[src/rtl/cpu1_oci_dct_ctrl.sv]
//==============================================================================
// cpu1_oci_dct_ctrl : packs 2-bit trace atoms into 15-slot words, hands them
// to a one-entry output slot on full, flush, trace-off or idle timeout.
// Revision: 1.0
//==============================================================================
`default_nettype none

module cpu1_oci_dct_ctrl #(
  parameter int unsigned IDLE_TIMEOUT = 255
) (
  input  logic        clk,
  input  logic        reset_n,
  input  logic        trc_on,
  input  logic        atom_valid,
  input  logic [1:0]  atom_data,
  output logic        atom_ready,
  input  logic        flush,
  output logic [29:0] dct_buffer,
  output logic [3:0]  dct_count,
  output logic        word_valid,
  output logic [29:0] word_data,
  output logic [3:0]  word_count,
  input  logic        word_ready,
  output logic        overflow,
  input  logic        overflow_clr
);

  typedef enum logic [1:0] {
    ST_IDLE  = 2'd0,
    ST_FILL  = 2'd1,
    ST_DRAIN = 2'd2
  } state_e;

  localparam logic [3:0] C_FULL    = 4'd15;
  localparam logic [7:0] C_TIMEOUT = 8'(IDLE_TIMEOUT);

  state_e      state_q, state_d;
  logic [29:0] buf_q, buf_d;
  logic [3:0]  cnt_q, cnt_d;
  logic        wvalid_q, wvalid_d;
  logic [29:0] wdata_q, wdata_d;
  logic [3:0]  wcount_q, wcount_d;
  logic        ovf_q, ovf_d;
  logic        fpend_q, fpend_d;
  logic [7:0]  idle_q, idle_d;
  logic        trc_q;

  logic w_accept;
  logic w_slot_free;
  logic w_flush_req;
  logic w_timeout;
  logic w_need;
  logic w_xfer;

  assign atom_ready = trc_on & (cnt_q != C_FULL);

  always_comb begin
    w_accept    = atom_valid & atom_ready;
    w_slot_free = ~wvalid_q | word_ready;
    // A flush pulse or trace-off edge acts in the same cycle it arrives,
    // so a flush coincident with an accept emits the pre-accept contents.
    w_flush_req = fpend_q | flush | (trc_q & ~trc_on);
    w_timeout   = (C_TIMEOUT != 8'd0) && (idle_q >= C_TIMEOUT);
    // DRAIN remembers that a transfer was owed even if its trigger goes away.
    w_need      = (cnt_q != 4'd0) &&
                  ((cnt_q == C_FULL) || w_flush_req || w_timeout ||
                   (state_q == ST_DRAIN));
    w_xfer      = w_need & w_slot_free;
  end

  always_comb begin
    buf_d    = buf_q;
    cnt_d    = cnt_q;
    wvalid_d = wvalid_q;
    wdata_d  = wdata_q;
    wcount_d = wcount_q;
    state_d  = state_q;

    if (w_xfer) begin
      wdata_d  = buf_q;
      wcount_d = cnt_q;
      wvalid_d = 1'b1;
      if (w_accept) begin
        buf_d = {28'b0, atom_data};
        cnt_d = 4'd1;
      end else begin
        buf_d = 30'b0;
        cnt_d = 4'd0;
      end
    end else begin
      if (word_ready) begin
        wvalid_d = 1'b0;
      end
      if (w_accept) begin
        buf_d = {buf_q[27:0], atom_data};
        cnt_d = cnt_q + 4'd1;
      end
    end

    if (w_need && !w_slot_free) begin
      state_d = ST_DRAIN;
    end else if (cnt_d != 4'd0) begin
      state_d = ST_FILL;
    end else begin
      state_d = ST_IDLE;
    end
  end

  always_comb begin
    fpend_d = (fpend_q | flush | (trc_q & ~trc_on)) & ~w_xfer & (cnt_q != 4'd0);

    if (w_accept || w_xfer || (cnt_q == 4'd0)) begin
      idle_d = 8'd0;
    end else if (idle_q != 8'hFF) begin
      idle_d = idle_q + 8'd1;
    end else begin
      idle_d = idle_q;
    end

    // A new drop wins over a simultaneous clear.
    ovf_d = (atom_valid & trc_on & ~atom_ready) | (ovf_q & ~overflow_clr);
  end

  always_ff @(posedge clk or negedge reset_n) begin
    if (!reset_n) begin
      state_q  <= ST_IDLE;
      buf_q    <= 30'b0;
      cnt_q    <= 4'd0;
      wvalid_q <= 1'b0;
      wdata_q  <= 30'b0;
      wcount_q <= 4'd0;
      ovf_q    <= 1'b0;
      fpend_q  <= 1'b0;
      idle_q   <= 8'd0;
      trc_q    <= 1'b0;
    end else begin
      state_q  <= state_d;
      buf_q    <= buf_d;
      cnt_q    <= cnt_d;
      wvalid_q <= wvalid_d;
      wdata_q  <= wdata_d;
      wcount_q <= wcount_d;
      ovf_q    <= ovf_d;
      fpend_q  <= fpend_d;
      idle_q   <= idle_d;
      trc_q    <= trc_on;
    end
  end

  assign dct_buffer = buf_q;
  assign dct_count  = cnt_q;
  assign word_valid = wvalid_q;
  assign word_data  = wdata_q;
  assign word_count = wcount_q;
  assign overflow   = ovf_q;

endmodule

`default_nettype wire

[config.mk]
export PLATFORM = sky130hd
export DESIGN_NAME = cpu1_oci_dct_ctrl
export DESIGN_NICKNAME = d
export VERILOG_FILES = /design/src/rtl/cpu1_oci_dct_ctrl.sv
export SDC_FILE = /design/constraint.sdc
export NUM_CORES = 1
export LEC_CHECK = 0
export CAP_MARGIN = 10
export CORE_ASPECT_RATIO = 0.75
export CORE_MARGIN = 8
export CORE_UTILIZATION = 30
export DETAILED_ROUTE_END_ITERATION = 10
export GPL_TIMING_DRIVEN = 0
export PLACE_DENSITY = 0.6
export SLEW_MARGIN = 0
export SYNTH_ARGS = -nofsm -noshare
export SYNTH_HDL_FRONTEND = slang
export SYNTH_SLANG_ARGS = --single-unit
[constraint.sdc]
create_clock -name clk -period 3.7 [get_ports clk]
set_clock_uncertainty 0.1 [all_clocks]
set_input_delay 0.74 -clock clk [delete_from_list [all_inputs] [get_ports clk]]
set_output_delay 0.74 -clock clk [all_outputs]
set_load 0.01 [all_outputs]
==> out/qor.txt <==
status -> finished clean
DRC viols -> 0
VDD IR-drop max -> 0.282 mV
area share of the largest cell type after synthesis -> 0.567
CTS clk-pin slew, worst paths -> 0.06 ns
core area -> 0.0117 mm^2
Tot Pwr -> 0.00299 W
first-pass GRT wire length -> 14200 um
DR vias/cell -> 4.57
Avg Synthesized Cell Area -> 12.0 um^2
total track usage -> 0.113
Layout Area Growth over Synthesis -> 36.6%
share of layout cells above drive strength 1 -> 0.188
number of antenna violations at the first check in global routing -> 0
commonest register cell after synthesis -> dfrtp_1
Cells after Synth -> 302
maximum root-to-sink buffer count -> 2
Leakage -> 2.20 nW
CP arrival -> 1.99 ns
1st-pass router iterations -> 4
Post-synth EDFFs -> 0
post-detail-place hpwl -> 6140 um
Hold WS -> 0.154 ns
Final Max Slew Viols -> 0
die area -> 0.0159 mm^2
post-synth top area cell -> dfrtp_1
via count -> 2558
post-synthesis instance area -> 0.00362 mm^2
GPL Wtd Cong -> 0.767
most common cell after layout, fill and taps aside -> dfrtp_1
Setup WS pre-CTS -> 0.782 ns
hold_buf cts -> 0
Die Ht -> 111 um
HP Class -> in2async
Placement Rows -> 34
post-CTS setup buffers -> 0
r2r endpoint -> word_data[23]
Placed Instances -> 544
RSZ-0062 raised after global routing -> no
Port Buffers -> 79
Initial Util -> 0.309
Overflow after GRT -> 0
Max Freq -> 353 MHz
sequential fraction of the synthesis area -> 0.567
ANT cells -> 0
WL/cell -> 15.4 um
PwrDens -> 605 mW/mm^2
I/O Pins -> 80
period utilisation layout -> 0.765
number of global-route vias before repair -> 2627
CP Class -> reg2out
commonest cells after routing, fill and taps aside -> dfrtp_1 (82), clkdlybuf4s50_1 (78), nand2_1 (68), a21oi_1 (31), mux2_4 (30)
pin count of the biggest net entering global routing -> 69
fill count -> 1123
max cap viols -> 0
fin crit period -> 2.83 ns
Iteration-0 DRC Markers -> 125
top cells by area, synth -> dfrtp_1 (57%), mux2_4 (12%), nand2_1 (7.1%)
CP Max Fanout -> 8
setup slack after layout -> 0.870 ns
CTS buffer count -> 9
Routed Wire Length -> 8620 um
Final ANT Viol Nets -> 0
synth warn -> 0
die width -> 143 um
synth unique cells -> 43
H-tree Lvls -> 3
Yosys reg bits -> 82
setup violators final -> 0
worst-margin pin slew -> 0.522 ns
R2R Path Start -> dct_count[1]
R2R depth -> 6
Nets -> 405
Worst-Skew Late Latency -> 0.34 ns
root buffer cell -> clkbuf_16
Worst EP required -> 2.86 ns
proportion of synthesized flip-flops having asynchronous set or reset -> 1.00
Synthesized Nets -> 314
Resized Gates After CTS -> 0
CP endpoint kind -> output pin
r2r setup slk -> 1.31 ns
endpoints failing hold -> 0
CTS tree -> built
Slew HR -> 0.652
startpoint class of the critical path -> flop
Post-Layout Cell Count -> 560
clk sinks -> 82
fin util -> 0.422
## registers in the layout, summed over array words and instances (netlist names)
signal / cells
dct_buffer: 30
dct_count: 4
fpend_q: 1
idle_q: 8
overflow: 1
state_q: 2
trc_q: 1
word_count: 4
word_data: 30
word_valid: 1
## cells by family (layout without fill, tap and decap cells)
kind of cell             count (synthesis)  in the layout  share of synthesized area
adder cells (fa/ha/maj)                  3              3                     0.0104
AO/OA/AOI/OAI                           49             49                     0.0823
AND/OR/NAND/NOR                        108            108                      0.152
multiplexers                            36             36                      0.143
XOR/XNOR                                 5              5                     0.0121
buffers and inverters                   19            115                     0.0336
flip-flops                              82             82                      0.567
## worst max-delay path: stages, from the launching register on
cell             delay, ns
dfrtp_1               0.47
ha_1                  0.29
nand3_1               0.20
and2_1                0.22
clkdlybuf4s50_1       0.48
## per-stage QoR
step	TNS, ns	cell area [um^2]
floorplan	0	3620
global placement	-92.86	4610
detailed placement	0	4640
CTS	0	4940
global route	0	4940
finish	0	4940
## worst max-delay path by stage
stage / from / to / slack [ns] / cells past startpoint
2_1_floorplan: flush / word_count[3] / 1.59 / 5
3_3_place_gp: reset_n / dct_count[1] / -1.14 / 1
3_5_place_dp: trc_on / word_data[1] / 0.78 / 6
4_1_cts: dct_count[1] / atom_ready / 0.85 / 4
5_1_grt: dct_count[1] / atom_ready / 0.76 / 4
6_report: dct_count[1] / atom_ready / 0.87 / 4
## power by group
part | internal (W) | switching (W)
clock network | 0.000560 | 0.000350
logic | 0.000471 | 0.000513
registers | 0.00101 | 0.0000884
## area by class of cell
class	count	area, um^2	area share
Sequential cell	82	2050	0.415
Multi-Input combinational cell	201	1440	0.292
Clock buffer	12	256	0.0519
Clock inverter	4	48.8	0.00988
Timing Repair Buffer	80	816	0.165
Buffer	16	110	0.0223
Tap cell	162	203	0.0410
Inverter	3	11.3	0.00228
## Yosys cell counts (3+ instances only)
cell type and count:
o21ai_0 4, mux2_4 30, nand2_1 68, inv_1 3, nand3_1 6, nor2_1 4, buf_2 4, clkbuf_1 6
and2_1 3, a21oi_1 31, nand2b_1 3, mux2_2 4, dfrtp_1 82, buf_6 6, xnor2_1 3, ha_1 3
nor3_2 7, and3_1 3
## per-layer routing
metal	vias to the layer above	wire (um)	GRT usage
met4	0	139	0.0388
li1	1227	-	-
met1	1256	4260	0.153
met3	11	604	0.0430
met5	-	0	0
met2	64	3620	0.159
Note: power is estimated with default switching activity, not from simulation.
